==> src/rtl/conv_sequencer.sv <==
// Layer sequencer for the convolution corelet: walks each kernel position through
// weight load, kernel load, activation load, execute, drain and psum store, then accumulates.
module conv_sequencer #(
    parameter int COL  = 8,
    parameter int NPIX = 16,
    parameter int NKIJ = 9,
    parameter int GAP  = 8,
    parameter int AW   = 11
) (
    input  logic          clk,
    input  logic          reset,
    input  logic          start,
    input  logic          l0_full,
    input  logic          ofifo_valid,
    output logic [33:0]   inst,
    output logic [AW-1:0] w_addr,
    output logic [AW-1:0] x_addr,
    output logic [AW-1:0] psum_addr,
    output logic          psum_we,
    output logic          busy,
    output logic          done
);

    localparam int B_LOAD  = 0;
    localparam int B_EXEC  = 1;
    localparam int B_L0WR  = 2;
    localparam int B_L0RD  = 3;
    localparam int B_OFRD  = 6;
    localparam int B_ACC   = 33;

    typedef enum logic [3:0] {
        IDLE, WLD, WKR, WGAP, XLD, XEX, DRN, ORD, ACC, FIN
    } state_t;

    state_t        state, state_n;
    logic [31:0]   cnt, cnt_n, kij, kij_n;
    logic [33:0]   inst_n;
    logic [AW-1:0] w_addr_n, x_addr_n, psum_addr_n;
    logic          psum_we_n, done_n;

    always_ff @(posedge clk) begin
        if (reset) begin
            state     <= IDLE;
            cnt       <= '0;
            kij       <= '0;
            inst      <= '0;
            w_addr    <= '0;
            x_addr    <= '0;
            psum_addr <= '0;
            psum_we   <= 1'b0;
            busy      <= 1'b0;
            done      <= 1'b0;
        end else begin
            state     <= state_n;
            cnt       <= cnt_n;
            kij       <= kij_n;
            inst      <= inst_n;
            w_addr    <= w_addr_n;
            x_addr    <= x_addr_n;
            psum_addr <= psum_addr_n;
            psum_we   <= psum_we_n;
            busy      <= (state != IDLE);
            done      <= done_n;
        end
    end

    // Outputs are computed from the current state and registered, so they trail the state by one cycle.
    always_comb begin
        state_n     = state;
        cnt_n       = cnt;
        kij_n       = kij;
        inst_n      = '0;
        w_addr_n    = w_addr;
        x_addr_n    = x_addr;
        psum_addr_n = psum_addr;
        psum_we_n   = 1'b0;
        done_n      = 1'b0;
        case (state)
            IDLE: begin
                if (start) begin
                    state_n = WLD;
                    cnt_n   = '0;
                    kij_n   = '0;
                end
            end
            WLD: begin
                // While L0 is full the address stays on the pending beat and no write is issued.
                w_addr_n = AW'(kij * COL + cnt);
                if (!l0_full) begin
                    inst_n[B_L0WR] = 1'b1;
                    if (cnt == COL - 1) begin
                        cnt_n   = '0;
                        state_n = WKR;
                    end else begin
                        cnt_n = cnt + 1;
                    end
                end
            end
            WKR: begin
                inst_n[B_LOAD] = 1'b1;
                inst_n[B_L0RD] = 1'b1;
                if (cnt == COL - 1) begin
                    cnt_n   = '0;
                    state_n = WGAP;
                end else begin
                    cnt_n = cnt + 1;
                end
            end
            WGAP: begin
                if (cnt == GAP - 1) begin
                    cnt_n   = '0;
                    state_n = XLD;
                end else begin
                    cnt_n = cnt + 1;
                end
            end
            XLD: begin
                x_addr_n = AW'(kij * NPIX + cnt);
                if (!l0_full) begin
                    inst_n[B_L0WR] = 1'b1;
                    if (cnt == NPIX - 1) begin
                        cnt_n   = '0;
                        state_n = XEX;
                    end else begin
                        cnt_n = cnt + 1;
                    end
                end
            end
            XEX: begin
                inst_n[B_EXEC] = 1'b1;
                inst_n[B_L0RD] = 1'b1;
                if (cnt == NPIX - 1) begin
                    cnt_n   = '0;
                    state_n = DRN;
                end else begin
                    cnt_n = cnt + 1;
                end
            end
            DRN: begin
                if (ofifo_valid) state_n = ORD;
            end
            ORD: begin
                psum_addr_n = AW'(kij * NPIX + cnt);
                if (ofifo_valid) begin
                    inst_n[B_OFRD] = 1'b1;
                    psum_we_n      = 1'b1;
                    if (cnt == NPIX - 1) begin
                        cnt_n = '0;
                        if (kij == NKIJ - 1) begin
                            kij_n   = '0;
                            state_n = ACC;
                        end else begin
                            kij_n   = kij + 1;
                            state_n = WLD;
                        end
                    end else begin
                        cnt_n = cnt + 1;
                    end
                end
            end
            ACC: begin
                // kij runs fastest here so all kernel positions of one pixel are read back to back.
                inst_n[B_ACC] = 1'b1;
                psum_addr_n   = AW'(kij * NPIX + cnt);
                if (kij == NKIJ - 1) begin
                    kij_n = '0;
                    if (cnt == NPIX - 1) begin
                        cnt_n   = '0;
                        state_n = FIN;
                    end else begin
                        cnt_n = cnt + 1;
                    end
                end else begin
                    kij_n = kij + 1;
                end
            end
            FIN: begin
                done_n  = 1'b1;
                state_n = IDLE;
            end
            default: state_n = IDLE;
        endcase
    end

endmodule

==> config.mk <==
export PLATFORM = sky130hd
export DESIGN_NAME = conv_sequencer
export DESIGN_NICKNAME = d
export VERILOG_FILES = /design/src/rtl/conv_sequencer.sv
export SDC_FILE = /design/constraint.sdc
export NUM_CORES = 1
export LEC_CHECK = 0
export CAP_MARGIN = 30
export CORE_ASPECT_RATIO = 0.8
export CORE_MARGIN = 2
export CORE_UTILIZATION = 55
export CTS_CLUSTER_SIZE = 20
export DETAILED_ROUTE_END_ITERATION = 7
export PLACE_DENSITY = 0.79
export SETUP_SLACK_MARGIN = 0.15
export SLEW_MARGIN = 30
export SYNTH_ARGS = -nofsm -noshare
export SYNTH_HDL_FRONTEND = slang
export SYNTH_SLANG_ARGS = --single-unit
==> constraint.sdc <==
create_clock -name clk -period 4.05 [get_ports clk]
set_input_delay 1.215 -clock clk [delete_from_list [all_inputs] [get_ports clk]]
set_output_delay 1.215 -clock clk [all_outputs]
set_load 0.01 [all_outputs]
# Word-level counts from Yosys, hierarchy flattened
# Cells that the tools add are included.
# totals
reg_bits	138
out_inout_bits	70
# classes
add_sub_neg	4
n_eq_ne	25
muxes	35
n_bitwise	1
reduce_logical	12
# op_table
cell	n
$mux 32	10
$pmux 32 s7	1
$pmux 32 s3	1
$add 32x1->32 const B	2
$eq 32x4->1 const B	2
$mux 4	14
$pmux 4 s9	1
$eq 32x3->1 const B	1
$ne 2x2->1 const B	13
$add 11x11->11	2
$eq 4x3->1 const B	4
$reduce_and 13->1	1
$reduce_or 2->1	5
$eq 4x2->1 const B	2
$eq 4x4->1 const B	2
$mux 1	8
$reduce_bool 7->1	1
$reduce_and 6->1	1
$eq 4x1->1 const B	1
$logic_not 4->1	1
$reduce_and 4->1	1
$reduce_bool 4->1	1
$reduce_bool 3->1	1
$not 1->1	1

# Logic depth before layout (Yosys ltp)
# Gate-level depths: netlist of run 1.
# depth
word_depth	5
ltp_mapped	10
ltp_nobuf	9

# Least setup slack after synthesis of run 1
# No wires, ideal clock.
# synth_timing
kind	input-to-reg
startpoint	input port start
endpoint	register kij[9]
arrival_ns	2.679
path_slack_ns	1.254
path_stages	7
n_path_buf	1
path_cell_list	or4_1 -> a21oi_4 -> nor2_1 -> clkbuf_1 -> o2111ai_1 -> xor2_1 -> nor2_1
# synth_via
elab_chain_cells	2
# synth_rtl
item	line	source
start: declaration	12	input logic start,
$ne 2x2->1 (no source line)	n/a	
$reduce_and 4->1 (no source line)	n/a	
end signal: assignment	56	kij <= kij_n;
end: declaration	36	logic [31:0] cnt, cnt_n, kij, kij_n;
# Every way passes these cells.
# A chain may end at the register's enable or synchronous reset.

# Worst setup path in the final report of run 1
# layout_timing
startpoint	input port ofifo_valid
endpoint	register cnt[25]
# layout_via
elab_chain_cells	2
# layout_rtl
item	line	source
start: declaration	14	input logic ofifo_valid,
$ne 2x2->1 (no source line)	n/a	
$reduce_and 6->1 (no source line)	n/a	
end signal: assignment	55	cnt <= cnt_n;
end: declaration	36	
# Every way passes these cells.

==> results of run 1 <==
[worst reg2reg max path, delay by kind of cell (launching register included)]
family / cells / cell delay, ps
flip-flops: 1 / 380
AO/OA/AOI/OAI: 2 / 510
buffers and inverters: 1 / 210
adder cells (fa/ha/maj): 1 / 240
AND/OR/NAND/NOR: 4 / 1690
[cells in the mapped netlist, types with 6 or more instances]
master,count,area [sq um]
dfxtp_1,109,2180
nor2_1,69,259
nand2_1,63,236
a21oi_1,48,240
xor2_1,41,359
o21ai_0,36,180
buf_4,30,225
clkbuf_1,27,101
nand3_1,23,115
o211ai_1,20,150
inv_1,19,71.3
nor4_1,17,106
ha_1,16,200
nand4_1,16,100
o2111ai_1,15,131
and3_1,13,81.3
nor3_1,13,65.1
buf_2,12,60.1
or3_1,11,68.8
xnor2_1,11,96.3
or4_1,8,60.1
and4_1,7,61.3
a211oi_1,6,45.0
[per-layer routing]
metal  vias to the layer above  share of wire [%]  routed length (um)
met5                         -                  0                   0
met4                         0                3.0                 447
met3                        42                8.1                1230
met2                       259                 44                6610
met1                      2628                 45                6850
li1                       2600                  -                   -
[power groups by stage]
stage | clock network, W | registers [W] | logic, W
floorplan | 0 | 0.00118 | 0.000624
global placement | 0 | 0.00123 | 0.000789
detailed placement | 0 | 0.00123 | 0.000813
CTS | 0.000922 | 0.00121 | 0.000816
global route | 0.000973 | 0.00122 | 0.000909
finish | 0.000912 | 0.00121 | 0.000838
[final cells by class]
type	count	area (sq um)	area share (%)
sequential	109	2180	32.2
clock buffer	9	225	3.33
inverter	19	71.3	1.05
tap	144	180	2.66
timing repair buffer	62	576	8.50
clock inverter	7	81.3	1.20
multi-input combinational	546	3450	51.0
[cell families (layout without fill, tap and decap cells)]
family                     after synthesis  count (layout)  share of synthesized area [%]
and+or+nand+nor                        283             283                           25.8
muxes                                    1               1                          0.167
xor gates and xnor gates                52              52                           7.61
adders and majority gates               18              18                           4.01
AOI/OAI and AO/OA                      164             164                           17.8
DFF                                    109             109                           36.5
buffers and inverters                   92              97                           8.15
other                                    1              28                         0.0627
[worst min path at each step]
stage | from | to | slack, ps | depth (start not counted)
after floorplan | cnt[31] | cnt[31] | 450 | 2
after global placement | psum_addr[3] | psum_addr[3] | 440 | 2
after detailed placement | w_addr[5] | w_addr[5] | 440 | 2
after CTS | w_addr[5] | w_addr[5] | 450 | 2
after global routing | psum_addr[2] | psum_addr[2] | 470 | 2
final | w_addr[5] | w_addr[5] | 450 | 2
[sequential cells by signal (all words and copies together), names as in the netlist]
signal	flops
done	1
busy	1
psum_addr	11
state	4
inst	6
cnt	32
w_addr	11
x_addr	11
kij	32
[through the flow]
| stage | total power [W] | std cells | setup slack (ps) | hold slack, ps |
|---|---|---|---|---|
| after detailed placement | 0.00205 | 880 | 502 | 443 |
| after global routing | 0.00310 | 896 | 658 | 471 |
| after CTS | 0.00295 | 896 | 858 | 453 |
| after global placement | 0.00202 | 880 | 399 | 438 |
| after floorplan | 0.00181 | 747 | 1250 | 452 |
| final | 0.00296 | 896 | 828 | 452 |
==> flow_metrics.tcl, run 1 <==
set metrics [dict create \
    status "finished clean" \
    power.leakage_nw 2.36 \
    crit_type "input port to flop" \
    port_buffers 46 \
    nFillCells 895 \
    power_frac_seq_pct 41.0 \
    grt-busiest-layer "met2" \
    swShare_pct 36.2 \
    drtIter0Drc 505 \
    clock.fmax_ghz 0.310 \
    synth.distinct_cells 70 \
    vias_per_cell 6.17 \
    clock_latency_ps 360 \
    setup_viol_count_final 0 \
    ys_warn_count 0 \
    hp-class "flop to flop" \
    netlist_instances 720 \
    drive_above_1_share_pct 7.58 \
    path_delay_family "simple AND/OR/NAND/NOR gates" \
    grt_pass1_wl_mm 25.3 \
    cts_resized 0 \
    use_met1_pct 36.8 \
    n_antenna_cell 0 \
    dr.pass1.iters 8 \
    nNetsFinal 770 \
    placed_area_sq_um 6450 \
    syn2layout_area_growth_pct 13.1 \
    required_ps 4330 \
    drt-total-wl_mm 15.1 \
    pin_count 75 \
    use_met3_pct 5.05 \
    fp.dieArea_sq_um 11700 \
    r2r-start "kij[1]" \
    r2r-end "cnt[25]" \
    relSlewSlack_pct 35.3 \
    async_flop_share_pct 0 \
    antenna_found_initial 0 \
    globalRouteOverflowTotal 0 \
    final_common_cell "dfxtp_1" \
    clock_skew_ps 10.7 \
    grt_pass1_vias 5117 \
    design_area_sq_um 6770 \
    initial_core_util_pct 55.8 \
    cts_buffers 9 \
    ys_seq_area_share_pct 36.5 \
    grtUsageMet2_pct 39.6 \
    grt_util_all_layers_pct 26.4 \
    hold_viol 0 \
    grt_max_degree 50 \
    pwr-share-clk_pct 30.8 \
    r2r_cells 8 \
    p_int_w 0.00189 \
    crit_start "ofifo_valid" \
    setup_tns_ps 0 \
    die_h_um 97.3 \
    worstSetupEndpoint "cnt[25]" \
    critical_path.startpoint_type "input port" \
    die_w_um 121 \
    p_sw_w 0.00107 \
    post-route-drc-count 0 \
    synth_area_per_cell_sq_um 8.31 \
    critPathMaxFanout 10 \
    final_util_pct 63.2 \
    fin_crit_sh_pct 79.6 \
    vias 5529 \
    arrival_ps 3500 \
    ctsHoldBuffers 0 \
    syn_area_sq_um 5980 \
    crit_buf_inv 1 \
    gp_congestion 0.940 \
    report.final.slew_viol_count 0 \
    cp.depth 7 \
    ys_seq_elements 109 \
    crit_path_end_kind "flop" \
    max_stage_delay_ps 550 \
    coreArea_sq_um 10700 \
    clk_pin_slew_ps 80 \
    p_comb_share_pct 28.3 \
    ant_nets 0 \
    cts_setup_buffers 0 \
    rows 34 \
    cts_max_level 3 \
    slowest_stage "or4b_1" \
    hpwl_mm 10.5 \
    crit_chain "clkdlybuf4s50_1 > nand4b_1 > a21oi_4 > nor2_2 > o211ai_1 > or4b_1 > a21oi_1" \
    root_buffer "clkbuf_16" \
    cts_num_sinks 109 \
    power_density_nw_per_um2 438 \
    rsz0062_at_grt "no" \
    synth_enable_flop_cells 0 \
    maxCapViolCount 0 \
    cts_tree "yes" \
    synth_ff_type "dfxtp_1" \
    r2r_slack_ps 940 \
    period_minus_slack_ps 3220 \
    final_cell_mix "dfxtp_1 (109), nor2_1 (69), nand2_1 (63)" \
    peakVddDrop_v 0.000174 \
    tightest_slew_ps 966 \
    routedWlPerCell_um 16.9 \
    cts_max_path_buffers 2 \
]
(Power assumes the default switching activity.)
==> run 2: changes to the inputs <==
clock period = 3.15 ns   (was 4.05 ns; I/O delays follow)
==> flow_metrics.tcl, run 2 (synthesized netlist as in run 1, its figures left out) <==
set metrics [dict create \
    period_minus_slack_ps 2810 \
    syn2layout_area_growth_pct 14.9 \
    crit_path_end_kind "flop" \
    coreArea_sq_um 10700 \
    peakVddDrop_v 0.000285 \
    vias_per_cell 6.06 \
    antenna_found_initial 0 \
    critPathMaxFanout 9 \
    drive_above_1_share_pct 9.13 \
    cts_max_path_buffers 2 \
    slowest_stage "clkdlybuf4s50_1" \
    cts_max_level 3 \
    setup_tns_ps 0 \
    hold_depth 2 \
    grt_max_degree 32 \
    grt_util_all_layers_pct 26.3 \
    routedWlPerCell_um 16.8 \
    post-route-drc-count 0 \
    total_power_w 0.00386 \
    pin_count 75 \
    drt-total-wl_mm 15.3 \
    power.leakage_nw 2.43 \
    hpwl_mm 11.0 \
    cts_buffers 9 \
    clk_pin_slew_ps 70 \
    cts_tree "yes" \
    initial_core_util_pct 55.8 \
    cts_num_sinks 109 \
    ant_nets 0 \
    critical_path.startpoint_type "input port" \
    arrival_ps 3090 \
    max_stage_delay_ps 490 \
    root_buffer "clkbuf_16" \
    reg.largest.list "cnt: 32 flops, kij: 32 flops" \
    clock.fmax_ghz 0.356 \
    setup_viol_count_final 0 \
    clock_latency_ps 350 \
    required_ps 3430 \
    r2r_cells 7 \
    nNetsFinal 786 \
    rows 34 \
    dr.pass1.iters 5 \
    tightest_slew_ps 774 \
    hp-class "flop to flop" \
    hold_viol 0 \
    clock_skew_ps 7.85 \
    maxCapViolCount 0 \
    dp_cells 896 \
    crit_chain "clkdlybuf4s50_1 > nand4b_1 > a21oi_4 > nor2_2 > buf_4 > o2111ai_1 > or3_1 > a21oi_1" \
    vias 5521 \
    final_cells 911 \
    final_common_cell "dfxtp_1" \
    die_h_um 97.3 \
    power_density_nw_per_um2 561 \
    die_w_um 121 \
    relSlewSlack_pct 48.2 \
    nFillCells 899 \
    grt_pass1_wl_mm 25.2 \
    status "finished clean" \
    report.final.slew_viol_count 0 \
    gp_congestion 0.921 \
    n_antenna_cell 0 \
    fin_crit_sh_pct 89.1 \
    port_buffers 46 \
    globalRouteOverflowTotal 0 \
    rsz0062_at_grt "no" \
    drtIter0Drc 513 \
    final_cell_mix "dfxtp_1 (109), nor2_1 (69), nand2_1 (63)" \
    grt_pass1_vias 5162 \
    final_util_pct 64.2 \
    crit_type "input port to flop" \
    fp.dieArea_sq_um 11700 \
]
-- run 2: cell types whose count changed in the layout (fill, tap and decap cells not counted), sizes merged --
cell and change:
buf +16, clkinvlp +2, clkinv -3
-- run 2: final timing paths --
kind                    start   endpoint  slack, ps
hold / removal      w_addr[5]  w_addr[5]        460
setup reg to reg      cnt[15]    kij[29]        410
setup / recovery  ofifo_valid    cnt[17]        340
hold reg to reg     w_addr[5]  w_addr[5]        460
-- run 2: area by class of cell --
type / count / area (sq um) / area share, %
repair buffers: 78 / 708 / 10.3
multi-input cells: 546 / 3440 / 50.0
well taps: 144 / 180 / 2.62
clock buffers: 9 / 225 / 3.27
inverters: 19 / 71.3 / 1.04
flip-flops and latches: 109 / 2180 / 31.7
clock inverters: 6 / 71.3 / 1.04
-- run 2: metal layers --
layer | wire, um | GRT usage [%]
met1 | 6870 | 36.4
met2 | 6930 | 40.6
met3 | 1250 | 5.93
met4 | 241 | 8.77
met5 | 0 | 0
-- run 2: worst max-delay path: cells and delay by family --
| kind | cells | cell delay (ps) |
|---|---|---|
| compound gates | 3 | 500 |
| buf+inv | 2 | 730 |
| simple gates | 3 | 900 |
-- run 2: report_power, final --
part | internal, W | leakage, nW | switching (W)
clock network | 0.000619 | 0.139 | 0.000517
logic | 0.000425 | 1.41 | 0.000779
registers | 0.00144 | 0.879 | 0.0000753
total | 0.00249 | 2.43 | 0.00137
-- run 2: metrics by stage --
| stage | setup WS, ps | hold slack [ps] | area (sq um) |
|---|---|---|---|
| final | 344 | 456 | 6880 |
| after global routing | 222 | 483 | 6880 |
| after CTS | 378 | 460 | 6880 |
| after detailed placement | 23.2 | 450 | 6580 |
| after global placement | -144 | 442 | 6570 |
| after floorplan | 624 | 452 | 6090 |
-- run 2: repair_timing --
action	in CTS	in global routing
gates resized for setup	0	1
hold buffers	0	0
hold endpoints to repair	0	0
endpoints found under the setup margin	0	1
setup buffers	0	0
